## config.mk

```make
export PLATFORM = sky130hd
export DESIGN_NAME = stage3_pool_scheduler
export DESIGN_NICKNAME = d
export VERILOG_FILES = /design/src/rtl/stage3_pool_scheduler.sv
export SDC_FILE = /design/constraint.sdc
export NUM_CORES = 1
export LEC_CHECK = 0
export CAP_MARGIN = 10
export CORE_MARGIN = 3
export CORE_UTILIZATION = 43
export DETAILED_ROUTE_END_ITERATION = 16
export HOLD_SLACK_MARGIN = 0.12
export PLACE_DENSITY = 0.86
export SETUP_SLACK_MARGIN = 0.3
export SYNTH_ARGS = -nofsm -noshare
export SYNTH_HDL_FRONTEND = slang
export SYNTH_SLANG_ARGS = --single-unit
```

## constraint.sdc

```tcl
create_clock -name clk -period 5.9 [get_ports clk]
set_clock_uncertainty 0.2 [all_clocks]
set_input_delay 0.59 -clock clk [delete_from_list [all_inputs] [get_ports clk]]
set_output_delay 0.59 -clock clk [all_outputs]
set_load 0.01 [all_outputs]
```

## src/rtl/stage3_pool_scheduler.sv

```systemverilog
// stage3_pool_scheduler: frame-granular round-robin sharing of one pooling line buffer between N_REQ channels
// Ports:
//   clk, reset                      rising-edge clock, asynchronous active-high reset
//   i_req/i_valid/i_pixel           per-channel frame request, pixel valid and pixel (channel c at [c*IF_BW +: IF_BW])
//   o_ready                         per-channel ready, only the granted channel while streaming
//   o_lb_valid/o_lb_pixel           registered pixel stream into the line buffer
//   i_win_valid                     window strobe coming back from the line buffer
//   o_win_valid/o_win_ch            window strobe tagged with the owning channel
//   o_frame_done/o_done_ch/o_cnt_err end-of-frame pulse, its channel and window-count mismatch flag
//   o_busy                          scheduler is not idle
module stage3_pool_scheduler #(
    parameter int N_REQ        = 4,
    parameter int IF_BW        = 32,
    parameter int POOL_IN_SIZE = 8,
    parameter int POOL_K       = 2,
    parameter int STRIDE       = 2,
    parameter int DRAIN_CYC    = 4,
    localparam int CW          = $clog2(N_REQ)
) (
    input  logic                   clk,
    input  logic                   reset,
    input  logic [N_REQ-1:0]       i_req,
    input  logic [N_REQ-1:0]       i_valid,
    input  logic [N_REQ*IF_BW-1:0] i_pixel,
    output logic [N_REQ-1:0]       o_ready,
    output logic                   o_lb_valid,
    output logic [IF_BW-1:0]       o_lb_pixel,
    input  logic                   i_win_valid,
    output logic                   o_win_valid,
    output logic [CW-1:0]          o_win_ch,
    output logic                   o_frame_done,
    output logic [CW-1:0]          o_done_ch,
    output logic                   o_cnt_err,
    output logic                   o_busy
);
    localparam int FRAME_PIX = POOL_IN_SIZE * POOL_IN_SIZE;
    localparam int WIN_SIDE  = (POOL_IN_SIZE - POOL_K) / STRIDE + 1;
    localparam int WIN_EXP   = WIN_SIDE * WIN_SIDE;
    localparam int PCW       = $clog2(FRAME_PIX + 1);
    localparam int WCW       = $clog2(WIN_EXP + 1) + 1;
    localparam int DCW       = $clog2(DRAIN_CYC + 1);
    localparam logic [1:0] IDLE   = 2'd0;
    localparam logic [1:0] STREAM = 2'd1;
    localparam logic [1:0] DRAIN  = 2'd2;
    localparam logic [1:0] DONE   = 2'd3;

    logic [1:0]       state;
    logic [CW-1:0]    grant, rr_ptr, pick, idx;
    logic [PCW-1:0]   pix_cnt;
    logic [WCW-1:0]   win_cnt;
    logic [DCW-1:0]   drain_cnt;
    logic [IF_BW-1:0] gpix;
    logic             own, accept, last_beat;

    assign own       = state == STREAM || state == DRAIN;
    assign accept    = state == STREAM && i_valid[grant];
    assign last_beat = accept && pix_cnt == PCW'(FRAME_PIX - 1);

    // Descending scan so the last hit, i.e. the nearest requester at or after rr_ptr, wins.
    always_comb begin
        pick = rr_ptr;
        idx  = '0;
        for (int i = N_REQ - 1; i >= 0; i--) begin
            idx = CW'((int'(rr_ptr) + i) % N_REQ);
            pick = i_req[idx] ? idx : pick;
        end
    end

    always_comb begin
        gpix = '0;
        for (int c = 0; c < N_REQ; c++)
            gpix = grant == CW'(c) ? i_pixel[c*IF_BW +: IF_BW] : gpix;
    end

    assign o_ready      = state == STREAM ? N_REQ'(1) << grant : '0;
    assign o_win_valid  = own && i_win_valid;
    assign o_win_ch     = own ? grant : '0;
    assign o_frame_done = state == DONE;
    assign o_done_ch    = o_frame_done ? grant : '0;
    assign o_cnt_err    = o_frame_done && win_cnt != WCW'(WIN_EXP);
    assign o_busy       = state != IDLE;

    always_ff @(posedge clk or posedge reset) begin
        if (reset) begin
            state      <= IDLE;
            grant      <= '0;
            rr_ptr     <= '0;
            pix_cnt    <= '0;
            win_cnt    <= '0;
            drain_cnt  <= '0;
            o_lb_valid <= 1'b0;
            o_lb_pixel <= '0;
        end else begin
            o_lb_valid <= accept;
            if (accept) begin
                o_lb_pixel <= gpix;
                pix_cnt    <= pix_cnt + 1'b1;
            end
            if (o_win_valid && win_cnt != '1)
                win_cnt <= win_cnt + 1'b1;
            case (state)
                IDLE: if (|i_req) begin
                    grant   <= pick;
                    pix_cnt <= '0;
                    win_cnt <= '0;
                    state   <= STREAM;
                end
                STREAM: if (last_beat) begin
                    drain_cnt <= DCW'(DRAIN_CYC - 1);
                    state     <= DRAIN;
                end
                DRAIN: begin
                    drain_cnt <= drain_cnt - 1'b1;
                    if (drain_cnt == '0)
                        state <= DONE;
                end
                default: begin
                    rr_ptr <= grant == CW'(N_REQ - 1) ? '0 : grant + 1'b1;
                    state  <= IDLE;
                end
            endcase
        end
    end
endmodule

```

# == Word level (Yosys, flattened, before mapping) ==
# Index checks and enable logic that the tools add are counted.
# totals
regBits,55
latchBits,0
ramBits,0
rom_bits,0
in_bits,139
out_inout_bits,45
word_cells,83
memories,0
# op_classes
n_addsub,7
multipliers,0
div_mod_pow,0
magnitude_cmp,5
n_eq_ne,12
shift,1
muxes,34
bitwise_logic,0
n_reduce_logical,16
# op_table
op,n
two-way mux 32 bit,4
two-way mux 7 bit,3
two-way mux 2 bit,10
two-way mux 6 bit,3
less-than comparator 2 x 3 -> 1 bit (second input constant),5
binary-select mux 1 bit (select 2 bit),5
equality test 2 bit (second input constant),4
adder 7 x 1 -> 7 bit (second input constant),1
equality test 7 x 6 -> 1 bit (second input constant),1
adder 6 x 1 -> 6 bit (second input constant),1
inequality test 6 x 5 -> 1 bit (second input constant),1
inequality test 6 bit (second input constant),1
one-hot mux 2 bit (3 select lines),1
one-hot mux 3 bit (2 select lines),1
logical AND 1 bit,5
two-way mux 1 bit,5
adder 2 x 1 -> 2 bit (second input constant),2
adder 2 bit (second input constant),2
equality test 2 x 1 -> 1 bit (second input constant),2
zero test 2 bit,2
two-way mux 4 bit,1
inequality test 2 bit (second input constant),2
AND reduction 2 bit,2
nonzero test 2 bit,2
other kinds (9),9

# == Logic depth before layout (Yosys ltp) ==
# depth
depth_word,7
mapped_depth,9
mapped_depth_nobuf,6

# == Worst setup path before layout ==
# OpenSTA, ideal clock, no wires.
# synth_path
path_type,register to output
start,register grant[0]
end,output o_ready[2]
arrival_ps,1397
required_ps,5110
setup_slack_ps,3713
stages_incl_launch_ff,6
path_buffers,2
cell_sequence,dfrtp_1 -> inv_1 -> ha_1 -> clkbuf_1 -> clkbuf_1 -> and2_1
# synth_between
elab_chain_cells,2
# synth_lines
element,line,rtl
start: declaration,48,"logic [CW-1:0] grant, rr_ptr, pick, idx;"
start signal: assignment,103,grant <= pick;
left shift 1 x 2 -> 4 bit,75,assign o_ready = state == STREAM ? N_REQ'(1) << grant : '0;
two-way mux 4 bit,75,
end: declaration,25,"output logic [N_REQ-1:0] o_ready,"
# No other way between the ends.

# == Worst setup path after layout ==
# Same ends and word-level chain as after synthesis.

==> results.cfg <==
[placed_design]
placedCellCount = 632
post-place-ws_ns = 2.813
dp_hpwl_mm = 8.132
placed_area_sq_mm = 0.005383
gp_congestion = 0.8816
port_buffers = 183

[yosys]
ys_async_sr_fraction = 1.000
yosysSeqAreaShare = 0.3888
synth-main-ff-cell = dfrtp_1
avgSynthCellArea_sq_um = 9.439
netlist_top_cells_count = dfrtp_1, nand2_1, nor2b_1
synth.ff_latch_count = 55
synth_top_area_share = 0.3888
syn-cell-area_sq_mm = 0.003540
ys_warn_count = 0
yosys-top-cells-area = dfrtp_1, a221oi_1, o311ai_1
synth_nets = 528
synth_cell_types = 45
synth_edf_count = 0
synthCells = 375
synth_top_area_cell = dfrtp_1
synth_most_common_cell = dfrtp_1

[floorplanning]
die_area_sq_mm = 0.009357
io_pins = 184
start_util = 0.4511
die-width_um = 96.73
fp.coreArea_sq_mm = 0.007848
row_count = 32
dieHeight_um = 96.73

[sta]
slew_headroom = 0.3186
finalCritPeriodShare = 0.5720
grt_setup_unrepaired = no
worstMarginPinSlew_ns = 1.022
worst_slack_ns = 2.525
fin_crit_ns = 3.375
setup_viol = 0
maxSlewViolCount = 0
final_hold_viol_count = 0
max_freq_ghz = 0.2963
final.setup.tns_ns = 0

[critical_path]
arrival_ns = 2.59
critPathLaunch = grant[0]
r2r_start = grant[0]
crit_type = flop to primary output
critPathRequiredTime_ns = 5.11
r2r_cells = 7
startpoint_type = flop
cp_max_fo = 65
crit_path_end_kind = primary output

[power]
ir_worst_vdd_mv = 0.2289
p_leak_nw = 2.116
p_per_area_mw_per_mm2 = 417.9
power_w = 0.002286

[outcome]
status = finished clean

[finish]
final_nets = 690
multi_input_area_sq_mm = 0.001953
design_area_sq_mm = 0.005470
drive_gt1_frac = 0.03903
insertedDiodeCount = 0
final_cells = 640
area_growth_pct = 54.54
ff_latch_area_sq_mm = 0.001376
fill_cells = 616

[clocking]
cts_resized = 0
cts_tree = yes
cts.clk_slew.worst_paths_ns = 0.10
clock_latency_ns = 0.31
cts_setup_buffers = 0
hold_buffers = 0
cts_buffers = 5
cts_root_buffer = clkbuf_8
clk_path_buf_depth = 2
cts-htree-levels = 2
cts.sinks = 55

[detailed_routing]
wl_met3_um = 648
drc = 0
avgViaCountPerCell = 5.623
wl_mm = 10.92
drt-met1-wl_mm = 4.409
met2_length_mm = 5.661
num_vias = 3599
wl_per_cell_um = 17.06
first_pass_iters = 4
initialDrtViolationCount = 146
antenna_left = 0
top_layer = met4

[grt]
grtUsageTotal = 0.2266
antenna_found_initial = 0
grt_pass1_vias = 3574
overflow = 0
grt_start_max_net_pins = 68
grt_pass1_wl_mm = 17.64

[flow_run]
cap_violations = 0

[worst_hold_path]
worstHoldStart = o_lb_pixel[23]
whs_path_depth = 1
hold_class = flop to flop
-- per-layer routing --
| layer | global-route usage | vias to the layer above |
|---|---|---|
| met5 | 0 | - |
| met4 | 0.06479 | 0 |
| met3 | 0.04254 | 14 |
| met2 | 0.4076 | 134 |
| met1 | 0.2752 | 1731 |
| li1 | - | 1720 |
-- state kept, by name, indices dropped and copies added (netlist names) --
register	cells
drain_cnt	3
win_cnt	6
grant	2
pix_cnt	7
o_lb_valid	1
state	2
o_lb_pixel	32
rr_ptr	2
-- worst max-delay path, cell delays in order (launching register included) --
cell and delay (ns):
dfrtp_1 0.46, inv_1 0.16, ha_2 0.86, and2_1 0.25
clkdlybuf4s50_1 0.53
-- final timing paths --
check                                      end  slack, ns
worst max-delay path                o_ready[2]       2.52
worst min-delay path            o_lb_pixel[23]       0.29
worst max register to register  o_lb_pixel[24]       3.21
worst min register to register  o_lb_pixel[23]       0.29
max in group asynchronous        o_lb_pixel[6]       4.46
min in group asynchronous           win_cnt[2]       0.57
-- power by group --
group          total (W)  internal, W  switching [W]  leakage [nW]
clock           0.000209    0.0000839       0.000125        0.0483
sequential      0.000642     0.000538       0.000104         0.661
combinational    0.00143     0.000734       0.000701          1.41
-- per-stage QoR --
stage | util | hold slack, ns
3_3_place_gp | 0.6859 | 0.2716
3_5_place_dp | 0.6859 | 0.2787
4_1_cts | 0.6971 | 0.3015
5_1_grt | 0.6971 | 0.3082
6_report | 0.6971 | 0.2941
2_1_floorplan | - | 0.2817
-- layout by cell type (no fill, tap or decap), types with 5 or more instances in the layout --
cell and count:
clkdlybuf4s50_1 183, and2_1 10, nand4_1 5, o21a_1 32, xor2_1 7, o311ai_1 32
dfrtp_1 55, clkbuf_8 5, mux2i_1 5, inv_1 16, nor2b_1 32, ha_1 12
nor2_1 19, a221oi_1 32, nand2_1 40
-- cell type report --
type	count	area share
multi-input combinational	271	0.3570
clock buffer	5	0.01258
sequential	55	0.2516
inverter	17	0.01167
timing repair buffer	187	0.3403
clock inverter	3	0.003431
tap	102	0.02333
-- cell families (layout without fill, tap and decap cells) --
group,after synthesis,in the layout,share of synthesized area
buffers and inverters,49,212,0.06150
XOR/XNOR,9,9,0.02227
flip-flops,55,55,0.3888
AND/OR/NAND/NOR,121,121,0.1725
multiplexers,9,9,0.03110
adder cells (fa/ha/maj),14,14,0.04949
AO/OA/AOI/OAI,118,118,0.2743
(Power assumes the default switching activity.)
